## src/rtl/nv_nvdla_sdp_wdma_seq.sv

```systemverilog
// SDP write-DMA sequencer: one write command plus its data beats per output line, walking
// line -> height -> surface. Optional stall counter under `NVDLA_SDP_WDMA_PERF_EN.
module nv_nvdla_sdp_wdma_seq #(
    parameter int unsigned DW          = 256,
    parameter int unsigned AW          = 64,
    parameter int unsigned AM_AW       = 5,
    parameter int unsigned ATOM_C_LOG2 = 3
) (
    input  logic                nvdla_core_clk,
    input  logic                nvdla_core_rstn,
    input  logic                op_load,
    input  logic [12:0]         reg2dp_width,
    input  logic [12:0]         reg2dp_height,
    input  logic [12:0]         reg2dp_channel,
    input  logic [31:0]         reg2dp_dst_base_addr_high,
    input  logic [31-AM_AW:0]   reg2dp_dst_base_addr_low,
    input  logic [31-AM_AW:0]   reg2dp_dst_line_stride,
    input  logic [31-AM_AW:0]   reg2dp_dst_surface_stride,
    input  logic                dp2wdma_valid,
    output logic                dp2wdma_ready,
    input  logic [DW-1:0]       dp2wdma_pd,
    output logic                dma_wr_req_valid,
    input  logic                dma_wr_req_ready,
    output logic                dma_wr_req_type,
    output logic [AW-1:0]       dma_wr_req_addr,
    output logic [12:0]         dma_wr_req_size,
    output logic                dma_wr_req_ack,
    output logic [DW-1:0]       dma_wr_req_data,
    input  logic                dma_wr_rsp_complete,
    output logic                dp2reg_done,
    output logic [31:0]         dp2reg_wdma_stall
);

    localparam int unsigned LW = AW - AM_AW;

    typedef enum logic [1:0] {StIdle, StCmd, StData, StWaitAck} state_e;

    state_e        state_q;
    logic [12:0]   x_q;
    logic [12:0]   y_q;
    logic [9:0]    s_q;
    logic [LW-1:0] line_addr_q;
    logic [LW-1:0] surf_addr_q;
    logic          done_q;

    logic [LW-1:0] base_addr;
    logic [LW-1:0] line_stride;
    logic [LW-1:0] surf_stride;
    logic [LW-1:0] next_surf_addr;
    logic          last_line;
    logic          data_hs;

    assign base_addr      = LW'({reg2dp_dst_base_addr_high, reg2dp_dst_base_addr_low});
    assign line_stride    = LW'(reg2dp_dst_line_stride);
    assign surf_stride    = LW'(reg2dp_dst_surface_stride);
    assign next_surf_addr = surf_addr_q + surf_stride;

    // Final line of the cube: last row of the last surface; only its command asks for an ack.
    assign last_line = (y_q == reg2dp_height) &&
                       ({3'b000, s_q} == (reg2dp_channel >> ATOM_C_LOG2));

    assign data_hs = (state_q == StData) && dp2wdma_valid && dma_wr_req_ready;

    always_comb begin
        dp2wdma_ready    = 1'b0;
        dma_wr_req_valid = 1'b0;
        dma_wr_req_type  = 1'b0;
        dma_wr_req_addr  = '0;
        dma_wr_req_size  = '0;
        dma_wr_req_ack   = 1'b0;
        dma_wr_req_data  = '0;
        unique case (state_q)
            StCmd: begin
                dma_wr_req_valid = 1'b1;
                dma_wr_req_type  = 1'b1;
                dma_wr_req_addr  = {line_addr_q, {AM_AW{1'b0}}};
                dma_wr_req_size  = reg2dp_width;
                dma_wr_req_ack   = last_line;
            end
            StData: begin
                dp2wdma_ready    = dma_wr_req_ready;
                dma_wr_req_valid = dp2wdma_valid;
                dma_wr_req_data  = dp2wdma_pd;
            end
            default: ;
        endcase
    end

    always_ff @(posedge nvdla_core_clk or negedge nvdla_core_rstn) begin
        if (!nvdla_core_rstn) begin
            state_q     <= StIdle;
            x_q         <= '0;
            y_q         <= '0;
            s_q         <= '0;
            line_addr_q <= '0;
            surf_addr_q <= '0;
            done_q      <= 1'b0;
        end else begin
            done_q <= 1'b0;
            case (state_q)
                StIdle: begin
                    if (op_load) begin
                        state_q     <= StCmd;
                        surf_addr_q <= base_addr;
                        line_addr_q <= base_addr;
                        x_q         <= '0;
                        y_q         <= '0;
                        s_q         <= '0;
                    end
                end
                StCmd: begin
                    if (dma_wr_req_ready) begin
                        state_q <= StData;
                        x_q     <= '0;
                    end
                end
                StData: begin
                    if (data_hs) begin
                        if (x_q == reg2dp_width) begin
                            x_q <= '0;
                            if (last_line) begin
                                state_q <= StWaitAck;
                            end else begin
                                state_q <= StCmd;
                                if (y_q == reg2dp_height) begin
                                    y_q         <= '0;
                                    s_q         <= s_q + 10'd1;
                                    surf_addr_q <= next_surf_addr;
                                    line_addr_q <= next_surf_addr;
                                end else begin
                                    y_q         <= y_q + 13'd1;
                                    line_addr_q <= line_addr_q + line_stride;
                                end
                            end
                        end else begin
                            x_q <= x_q + 13'd1;
                        end
                    end
                end
                StWaitAck: begin
                    if (dma_wr_rsp_complete) begin
                        done_q  <= 1'b1;
                        state_q <= StIdle;
                    end
                end
                default: state_q <= StIdle;
            endcase
        end
    end

    assign dp2reg_done = done_q;

`ifdef NVDLA_SDP_WDMA_PERF_EN
    logic [31:0] stall_q;

    always_ff @(posedge nvdla_core_clk or negedge nvdla_core_rstn) begin
        if (!nvdla_core_rstn) begin
            stall_q <= '0;
        end else if ((state_q == StIdle) && op_load) begin
            stall_q <= '0;
        end else if (dma_wr_req_valid && !dma_wr_req_ready && (stall_q != 32'hFFFF_FFFF)) begin
            stall_q <= stall_q + 32'd1;
        end
    end

    assign dp2reg_wdma_stall = stall_q;
`else
    assign dp2reg_wdma_stall = 32'd0;
`endif

endmodule

```

## config.mk

```make
export PLATFORM = sky130hd
export DESIGN_NAME = nv_nvdla_sdp_wdma_seq
export DESIGN_NICKNAME = d
export VERILOG_FILES = /design/src/rtl/nv_nvdla_sdp_wdma_seq.sv
export SDC_FILE = /design/constraint.sdc
export NUM_CORES = 1
export LEC_CHECK = 0
export CORE_AREA = 2 2 308 310
export DETAILED_ROUTE_END_ITERATION = 8
export DIE_AREA = 0 0 310 312
export GPL_TIMING_DRIVEN = 1
export PLACE_DENSITY = 0.45
export SYNTH_ARGS = -nofsm -noshare
export SYNTH_HDL_FRONTEND = slang
export SYNTH_SLANG_ARGS = --single-unit
```

## constraint.sdc

```tcl
create_clock -name nvdla_core_clk -period 4.7 [get_ports nvdla_core_clk]
set_input_delay 1.41 -clock nvdla_core_clk [delete_from_list [all_inputs] [get_ports nvdla_core_clk]]
set_output_delay 1.41 -clock nvdla_core_clk [all_outputs]
set_load 0.1 [all_outputs]
```

# Word-level counts from Yosys, hierarchy flattened
# Cells that the tools add are included.
dict set report op_classes {
  reduce_logical 10
  addsub 5
  n_mux 43
  eq_ne 13
}
# cell count
set op_table {}
lappend op_table {{2-to-1 mux 59 bit} 9}
lappend op_table {{2-to-1 mux 256 bit} 1}
lappend op_table {{case mux 59 bit (2 select lines)} 2}
lappend op_table {{adder 59 x 27 -> 59 bit} 2}
lappend op_table {{2-to-1 mux 13 bit} 9}
lappend op_table {{2-to-1 mux 64 bit} 1}
lappend op_table {{2-to-1 mux 10 bit} 5}
lappend op_table {{case mux 13 bit (3 select lines)} 1}
lappend op_table {{adder 13 x 1 -> 13 bit, second input constant} 2}
lappend op_table {{== test 13 bit} 2}
lappend op_table {{case mux 13 bit (2 select lines)} 1}
lappend op_table {{case mux 10 bit (2 select lines)} 1}
lappend op_table {{2-to-1 mux 2 bit} 6}
lappend op_table {{!= test 2 bit, second input constant} 6}
lappend op_table {{adder 10 x 1 -> 10 bit, second input constant} 1}
lappend op_table {{== test 10 bit} 1}
lappend op_table {{AND reduction 5 bit} 2}
lappend op_table {{case mux 2 bit (4 select lines)} 1}
lappend op_table {{AND reduction 6 bit} 1}
lappend op_table {{2-to-1 mux 1 bit} 5}
lappend op_table {{== test 2 bit, second input constant} 2}
lappend op_table {{AND reduction 4 bit} 1}
lappend op_table {{logical AND 1 bit} 3}
lappend op_table {{nonzero test 3 bit} 1}
lappend op_table {{other kinds (5)} 5}
dict set report word_totals {
  out_inout_bits 370
  word_cells 78
  register_bits 157
  input_bits 414
}

# Depth between registers and ports, before layout
# Gate-level depths: netlist of the first run.
dict set report depth {
  depth_word 6
  depth_mapped 14
  mapped_depth_nobuf 13
}

# Worst setup path before layout of the first run
# No wires, ideal clock.
dict set report synth_path {
  path_kind {reg-to-output}
  start {register state_q[1]}
  end {output dma_wr_req_valid}
  arrival_time_ns 3.012
  setup_slack_ns 0.278
  path_buffers 1
  path_stages_with_launch 6
  t_required_ns 3.290
  cell_sequence {dfrtp_1 inv_1 ha_1 clkbuf_1 a21oi_1 nor2b_1}
}
dict set report synth_via {
  elab_chain_len 2
  elab_cells_between_ends 3
  cone_classes {eq/ne (2); mux (1)}
}
# element line_no
set synth_rtl {}
lappend synth_rtl {{start: declaration} 38} ;# state_e state_q;
lappend synth_rtl {{start signal: assignment} 91} ;# state_q <= StIdle;
lappend synth_rtl {{start signal: assignment} 103} ;# state_q <= StCmd;
lappend synth_rtl {{start signal: assignment} 113} ;# state_q <= StData;
lappend synth_rtl {{== test 2 bit or == test 2 x 1 -> 1 bit (tied branches)} 72} ;# unique case (state_q)
lappend synth_rtl {{case mux 1 bit (2 select lines) *} 72}
lappend synth_rtl {{end: declaration} 22} ;# output logic dma_wr_req_valid,
# Mark *: on every way between the ends. The rest lies on a longest branch, timed or not.

# Final worst setup path of the first run
dict set report layout_path {
  start {input reg2dp_channel[5]}
  end {output dma_wr_req_ack}
}
dict set report layout_via {
  elab_chain_len 3
}
# element line_no
set layout_rtl {}
lappend layout_rtl {{start: declaration} 14} ;# input logic [12:0] reg2dp_channel,
lappend layout_rtl {{== test 10 bit} 60} ;# ({3'b000, s_q} == (reg2dp_channel >> ATOM_C_LOG2));
lappend layout_rtl {{logical AND 1 bit} 59} ;# assign last_line = (y_q == reg2dp_height) &&
lappend layout_rtl {{2-to-1 mux 1 bit} 72}
lappend layout_rtl {{end: declaration} 27} ;# output logic dma_wr_req_ack,
# Every way passes these cells.

==> run summary, run 1 <==
CTS sink count -> 157
Pleak -> 11.09 nW
vias -> 17790
status -> complete, no violations
largest cells by area after synthesis -> dfrtp_1 (26%), and2_1 (14%), ha_1 (5.0%)
final slew viol count -> 0
synth-to-layout area growth -> 69.59%
Initial Util -> 16.37%
H-tree levels -> 4
largest net degree at the start of global routing -> 82
fmax -> 221.3 MHz
Routed Antenna Nets -> 0
row cnt -> 112
number of synthesized flops with an enable pin -> 0
Fin. Hold Viols -> 0
Post-Synthesis Cells -> 1982
PortBufs -> 743
top cells by count, synth -> and2_1 (341), nand2_1 (174), dfrtp_1 (157)
synthesis-stage register bit count -> 157
CTS Buf Count -> 17
Final setup viols -> 0
CP arrival -> 3110 ps
RD Place Congestion -> 0.8984
FF+latch area -> 3929 µm²
count leader, synth -> and2_1
DRC -> 0
crit path time final -> 4518 ps
Routed WL per cell -> 21.97 µm
Reg2Reg Depth -> 12
# resized after CTS -> 0
Crit Path Category -> in -> out
CP required -> 3290 ps
Die Y -> 312 µm
final setup TNS -> 0 ps
Rel. slew slack -> 23.89%
Worst VDD drop -> 0.3424 mV
clock group share of total power -> 8.3%
CORE AREA -> 93050 µm²
DRT Pass-1 Iters -> 8
Reg clk slew, reported paths -> 70 ps
drt via density -> 4.370
Clock Latency Late Sink -> 480 ps
Gate power share -> 77.6%
initial antenna violation count -> 31
Final Cycle Share -> 96.13%
top cell type's share of synthesized area -> 25.80%
Avg Cell Area, Syn -> 7.684 µm²
dominant synthesized flop cell -> dfrtp_1
post-synth top area cell -> dfrtp_1
wirelength, routed -> 89.42 mm
hpwl dp -> 74.30 mm
Sw Ratio -> 61.24%
share of cells above drive strength 1 -> 21.24%
Max Cap Viol -> 0
worst min-delay path class -> reg -> reg
RSZ-0062 raised after global routing -> no
Max Root-Sink Buffers -> 2
Iter 0 DRT Violations -> 1204
Power Dens Cells -> 719.0 nW/µm²
footprint of the multi-input gates -> 10520 µm²
type of origin of the critical path -> input port
Synth Cell Area -> 15230 µm²
Root Driver -> clkbuf_16
Seq/Total Area, Yosys -> 25.80%
number of fill cells -> 10180
hold slack final -> 488.4 ps
CP max FO -> 2
cell internal pwr -> 7.197 mW
slew of the pin with the lowest slew margin -> 1137 ps
Die W -> 310 µm
grt total ovfl -> 0
nets -> 3270
Synth async-reset ratio -> 100.0%
CP endpoint kind -> output port
die footprint -> 96720 µm²
Tot GR Track Use -> 18.01%
synth warn -> 0
Reg power frac -> 14.1%
Worst Hold Path Cells -> 2
Setup Skew -> 22.60 ps
Post-CTS Setup Bufs -> 0
first-pass GRT wire length -> 127.7 mm
NetSw -> 11.37 mW
Cell variety after synth -> 90
vias in the first global route -> 17720
CTS tree -> yes
IO Pins -> 784
hold buffers post-CTS -> 0
-- placed cells by master, fill, tap and decap left out, drive strengths merged, types with 6 or more instances in the layout --
cell type | Yosys | routed
nand3 | 59 | 59
diode | 0 | 10
buf | 73 | 511
xnor2 | 55 | 55
a31oi | 19 | 19
nor3 | 32 | 32
mux2 | 8 | 8
nand2b | 9 | 9
nor2b | 14 | 14
a21o | 29 | 29
inv | 39 | 46
nand4 | 37 | 37
a211oi | 15 | 15
and2 | 341 | 341
or3 | 8 | 8
xor2 | 68 | 68
nor4 | 17 | 17
o21a | 19 | 19
conb | 1 | 37
o21ai | 153 | 153
a221oi | 6 | 6
ha | 61 | 61
a222oi | 11 | 11
o211ai | 22 | 22
o31ai | 10 | 10
mux2i | 27 | 27
dfrtp | 157 | 157
clkbuf | 92 | 18
o22ai | 11 | 11
a22oi | 14 | 14
o21bai | 9 | 9
clkdlybuf4s50 | 0 | 410
and3 | 25 | 25
a221o | 7 | 7
a21oi | 133 | 133
nor2 | 141 | 141
or2 | 7 | 7
nand2 | 177 | 177
-- through the flow --
step / area [µm²] / setup slack [ps] / util [%] / cells / power, mW
after floorplan: 15360 / 277.9 / - / 2018 / 12.43
after global placement: 25190 / -291.2 / 27.07 / 4028 / 17.05
after detailed placement: 25190 / -298.5 / 27.07 / 4028 / 17.05
after CTS: 25790 / 26.91 / 27.72 / 4060 / 18.65
after global routing: 25820 / 71.46 / 27.75 / 4068 / 19.67
final: 25830 / 181.8 / 27.76 / 4070 / 18.57
-- power groups by stage --
stage	Clock (mW)	Sequential, mW	Combinational, mW
floorplan	0	2.29	10.1
global placement	0	2.62	14.4
detailed placement	0	2.62	14.4
CTS	1.57	2.60	14.5
global route	1.62	2.70	15.3
finish	1.54	2.62	14.4
-- layout make-up --
class | count | share of cell area (%)
clock inverter | 14 | 0.6782
multi-input combinational | 1657 | 40.74
clock buffer | 18 | 1.662
antenna | 10 | 0.09689
sequential | 157 | 15.21
timing repair buffer | 921 | 34.97
tap | 1254 | 6.075
inverter | 39 | 0.5668
-- sequential cells by signal (all words and copies together), names as in the netlist --
register	flops
surf_addr_q	59
line_addr_q	59
dp2reg_done	1
state_q	2
x_q	13
y_q	13
s_q	10
-- layer usage --
metal | share of wire [%] | wire, µm | vias to the layer above | GRT usage (%)
met2 | 51 | 45340 | 689 | 32.34
li1 | - | - | 8540 | -
met5 | 0.015 | 13 | - | 0
met3 | 7.5 | 6723 | 115 | 4.828
met4 | 2.7 | 2426 | 2 | 5.149
met1 | 39 | 34920 | 8441 | 20.75
-- final timing paths --
check | startpoint | end | slack, ps
worst min-delay path | surf_addr_q[0] | surf_addr_q[0] | 490
worst max-delay path | reg2dp_channel[5] | dma_wr_req_ack | 180
max in group asynchronous | nvdla_core_rstn | line_addr_q[4] | 2850
worst max register to register | line_addr_q[13] | line_addr_q[42] | 1170
min in group asynchronous | nvdla_core_rstn | line_addr_q[14] | 1000
worst min register to register | surf_addr_q[0] | surf_addr_q[0] | 490
-- worst max-delay path, cell delays in order --
cell	delay, ps
clkdlybuf4s50_1	430
xor2_1	150
nor4_1	300
nand4_1	140
buf_4	180
nor3_2	140
and2_4	180
buf_12	160
-- kinds of logic after synthesis --
family	count (synthesis)	synth area share, %
AOI/OAI and AO/OA	513	21.85
muxes	35	2.366
DFF	157	25.80
xor gates and xnor gates	123	7.074
adders and majority gates	63	5.274
buffers and inverters	204	6.301
other	1	0.02462
and+or+nand+nor	886	31.32
(Power assumes the default switching activity.)
==> run 2: changes to the inputs <==
GPL_TIMING_DRIVEN = 0   (was 1)
==> run 2 against run 1 <==
Effect of this change:
- non-clock buffer count is 8 lower
- design area is 7.1% lower
- clock power hardly changed
- largest cell class unchanged
==> run summary, run 2 (synthesis gave the netlist of run 1 again) <==
Routed Antenna Nets -> 0 (unchanged)
Critical Path Slowest Stage Cell -> clkdlybuf4s50_1
synth-to-layout area growth -> 57.53%
final instance area -> 23990 µm² (-7.1%)
hpwl dp -> 83.47 mm (+12%)
CP arrival -> 3240 ps (+130 ps)
Root Driver -> clkbuf_16
CTS sink count -> 157 (unchanged)
Max Root-Sink Buffers -> 2 (unchanged)
row cnt -> 112 (unchanged)
most frequent cells in the layout -> clkdlybuf4s50_1 (423), and2_1 (338), buf_2 (213), nand2_1 (174), dfrtp_1 (157)
fmax -> 215.3 MHz (-2.7%)
RD Place Congestion -> 0.9219 (+2.6%)
Setup Skew -> 17.87 ps (-4.725 ps)
slew of the pin with the lowest slew margin -> 1101 ps (-36.65 ps)
Final Power -> 17.90 mW (-3.6%)
Gate power share -> 77.5% (about the same)
Iter 0 DRT Violations -> 1354 (+12%)
Final Cycle Share -> 98.84% (+2.7 points)
CTS Buf Count -> 17 (unchanged)
CTS tree -> yes
crit path time final -> 4646 ps (+127.4 ps)
Routed WL per cell -> 24.26 µm (+10%)
Max Cap Viol -> 0 (unchanged)
Rel. slew slack -> 26.05% (+2.2 points)
PortBufs -> 743 (unchanged)
CP endpoint kind -> output port
Tot GR Track Use -> 19.79% (+1.8 points)
first-pass GRT wire length -> 138.2 mm (+8.2%)
CP required -> 3290 ps (about the same)
nets -> 3262 (-0.24%)
Fin. Hold Viols -> 0 (unchanged)
footprint of the multi-input gates -> 10510 µm² (-0.13%)
Power Dens Cells -> 745.9 nW/µm² (+3.7%)
H-tree levels -> 4 (unchanged)
drt via density -> 4.419 (+1.1%)
final slew viol count -> 0 (unchanged)
Pleak -> 10.47 nW (-5.6%)
clock group share of total power -> 8.5% (+0.2 points)
Reg power frac -> 14.0% (about the same)
Initial Util -> 16.37% (unchanged)
cell internal pwr -> 6.054 mW (-16%)
Sw Ratio -> 66.17% (+4.9 points)
Worst VDD drop -> 0.3922 mV (+15%)
wirelength, routed -> 98.49 mm (+10%)
largest net degree at the start of global routing -> 94 (+15%)
initial antenna violation count -> 16 (-48%)
Die W -> 310 µm (unchanged)
Die Y -> 312 µm (unchanged)
number of fill cells -> 10480 (+2.9%)
Final setup viols -> 0 (unchanged)
share of cells above drive strength 1 -> 16.26% (-5.0 points)
vias -> 17940 (+0.84%)
Reg clk slew, reported paths -> 70 ps (about the same)
vias in the first global route -> 18320 (+3.4%)
IO Pins -> 784 (unchanged)
DRT Pass-1 Iters -> 8 (unchanged)
Crit Path Category -> in -> out
Clock Latency Late Sink -> 470 ps (about the same)
die footprint -> 96720 µm² (unchanged)
status -> complete, no violations
NetSw -> 11.84 mW (+4.1%)
DRC -> 0 (unchanged)
hold buffers post-CTS -> 0 (unchanged)
largest registers -> line_addr_q x59, surf_addr_q x59
FF+latch area -> 3929 µm² (unchanged)
most common cell after layout, fill and taps aside -> clkdlybuf4s50_1
CP most frequent cell -> clkdlybuf4s50_1
grt total ovfl -> 0 (unchanged)
CP max FO -> 2 (unchanged)
CP peak stage delay -> 1120 ps (+690 ps)
CORE AREA -> 93050 µm² (unchanged)
type of origin of the critical path -> input port
worst min-delay path class -> reg -> reg
crit-path cells -> clkdlybuf4s50_1, and2_1, clkdlybuf4s50_1
Area after DPL -> 24400 µm² (-3.1%)
[run 2: changes by cell type in the layout (fill, tap and decap cells not counted), moves of 5 or more]
cell,change
buf_1,+9
buf_12,-87
buf_2,+213
buf_4,-355
clkbuf_1,+76
clkbuf_2,+16
clkbuf_4,+40
clkdlybuf4s15_1,+5
clkdlybuf4s15_2,+20
clkdlybuf4s18_2,+5
clkdlybuf4s50_1,+13
dlygate4sd2_1,+30
[run 2: final timing paths]
kind / startpoint / end / slack (ps) / cells after the start
worst max-delay path: reg2dp_width[5] / dma_wr_req_size[5] / 50 / 3
worst min-delay path: surf_addr_q[22] / surf_addr_q[22] / 490 / 1
worst max register to register: state_q[0] / surf_addr_q[18] / 780 / 11
worst min register to register: surf_addr_q[22] / surf_addr_q[22] / 490 / 1
max in group asynchronous: nvdla_core_rstn / line_addr_q[52] / 2810 / 2
min in group asynchronous: nvdla_core_rstn / line_addr_q[14] / 920 / 1
[run 2: critical path, delay by kind of cell]
| kind | cells | cell delay [ps] |
|---|---|---|
| and+or+nand+nor | 1 | 150 |
| buffers and inverters | 2 | 1670 |
[run 2: per-stage QoR]
step	utilization, %	setup TNS [ps]	instances	setup slack [ps]	hold WS, ps
finish	25.78	0	4059	54.34	490.0
global placement	26.19	-1281100	4015	-5656	466.2
detailed placement	26.23	-392540	4016	-2083	476.5
global route	25.77	-36.46	4056	-29.29	502.7
floorplan	-	0	2018	277.9	453.8
CTS	26.72	0	4050	0.07772	493.1
[run 2: cell type report]
| type | instances | area share (%) |
|---|---|---|
| diodes | 7 | 0.07302 |
| plain buffers | 165 | 3.536 |
| clock buffers | 17 | 1.773 |
| clock inverters | 15 | 0.7823 |
| inverters | 39 | 0.6102 |
| multi-input cells | 1657 | 43.80 |
| flip-flops and latches | 157 | 16.38 |
| well taps | 1254 | 6.540 |
| repair buffers | 748 | 26.50 |
[run 2: what timing repair did]
item                                   4_1_cts  5_1_grt
resized for setup                         1116      390
endpoints found under the hold margin        0        0
pin swaps                                    1        5
setup endpoints to repair                  347      256
buffers inserted                             2        2
[run 2: layer usage]
metal  vias to the layer above  wire (µm)  track usage, %
met3                       102       8119           5.140
li1                       8510          -               -
met2                       812      51610           37.05
met5                         -          0               0
met4                         0       2487           4.864
met1                      8513      36280           21.96
[run 2: power by group through the flow]
stage | Combinational [mW] | Clock, mW | Sequential [mW]
after detailed placement | 14.3 | 0 | 2.50
after CTS | 14.0 | 1.54 | 2.48
after global routing | 14.7 | 1.60 | 2.57
after floorplan | 10.1 | 0 | 2.29
final | 13.9 | 1.52 | 2.50
after global placement | 14.3 | 0 | 2.51
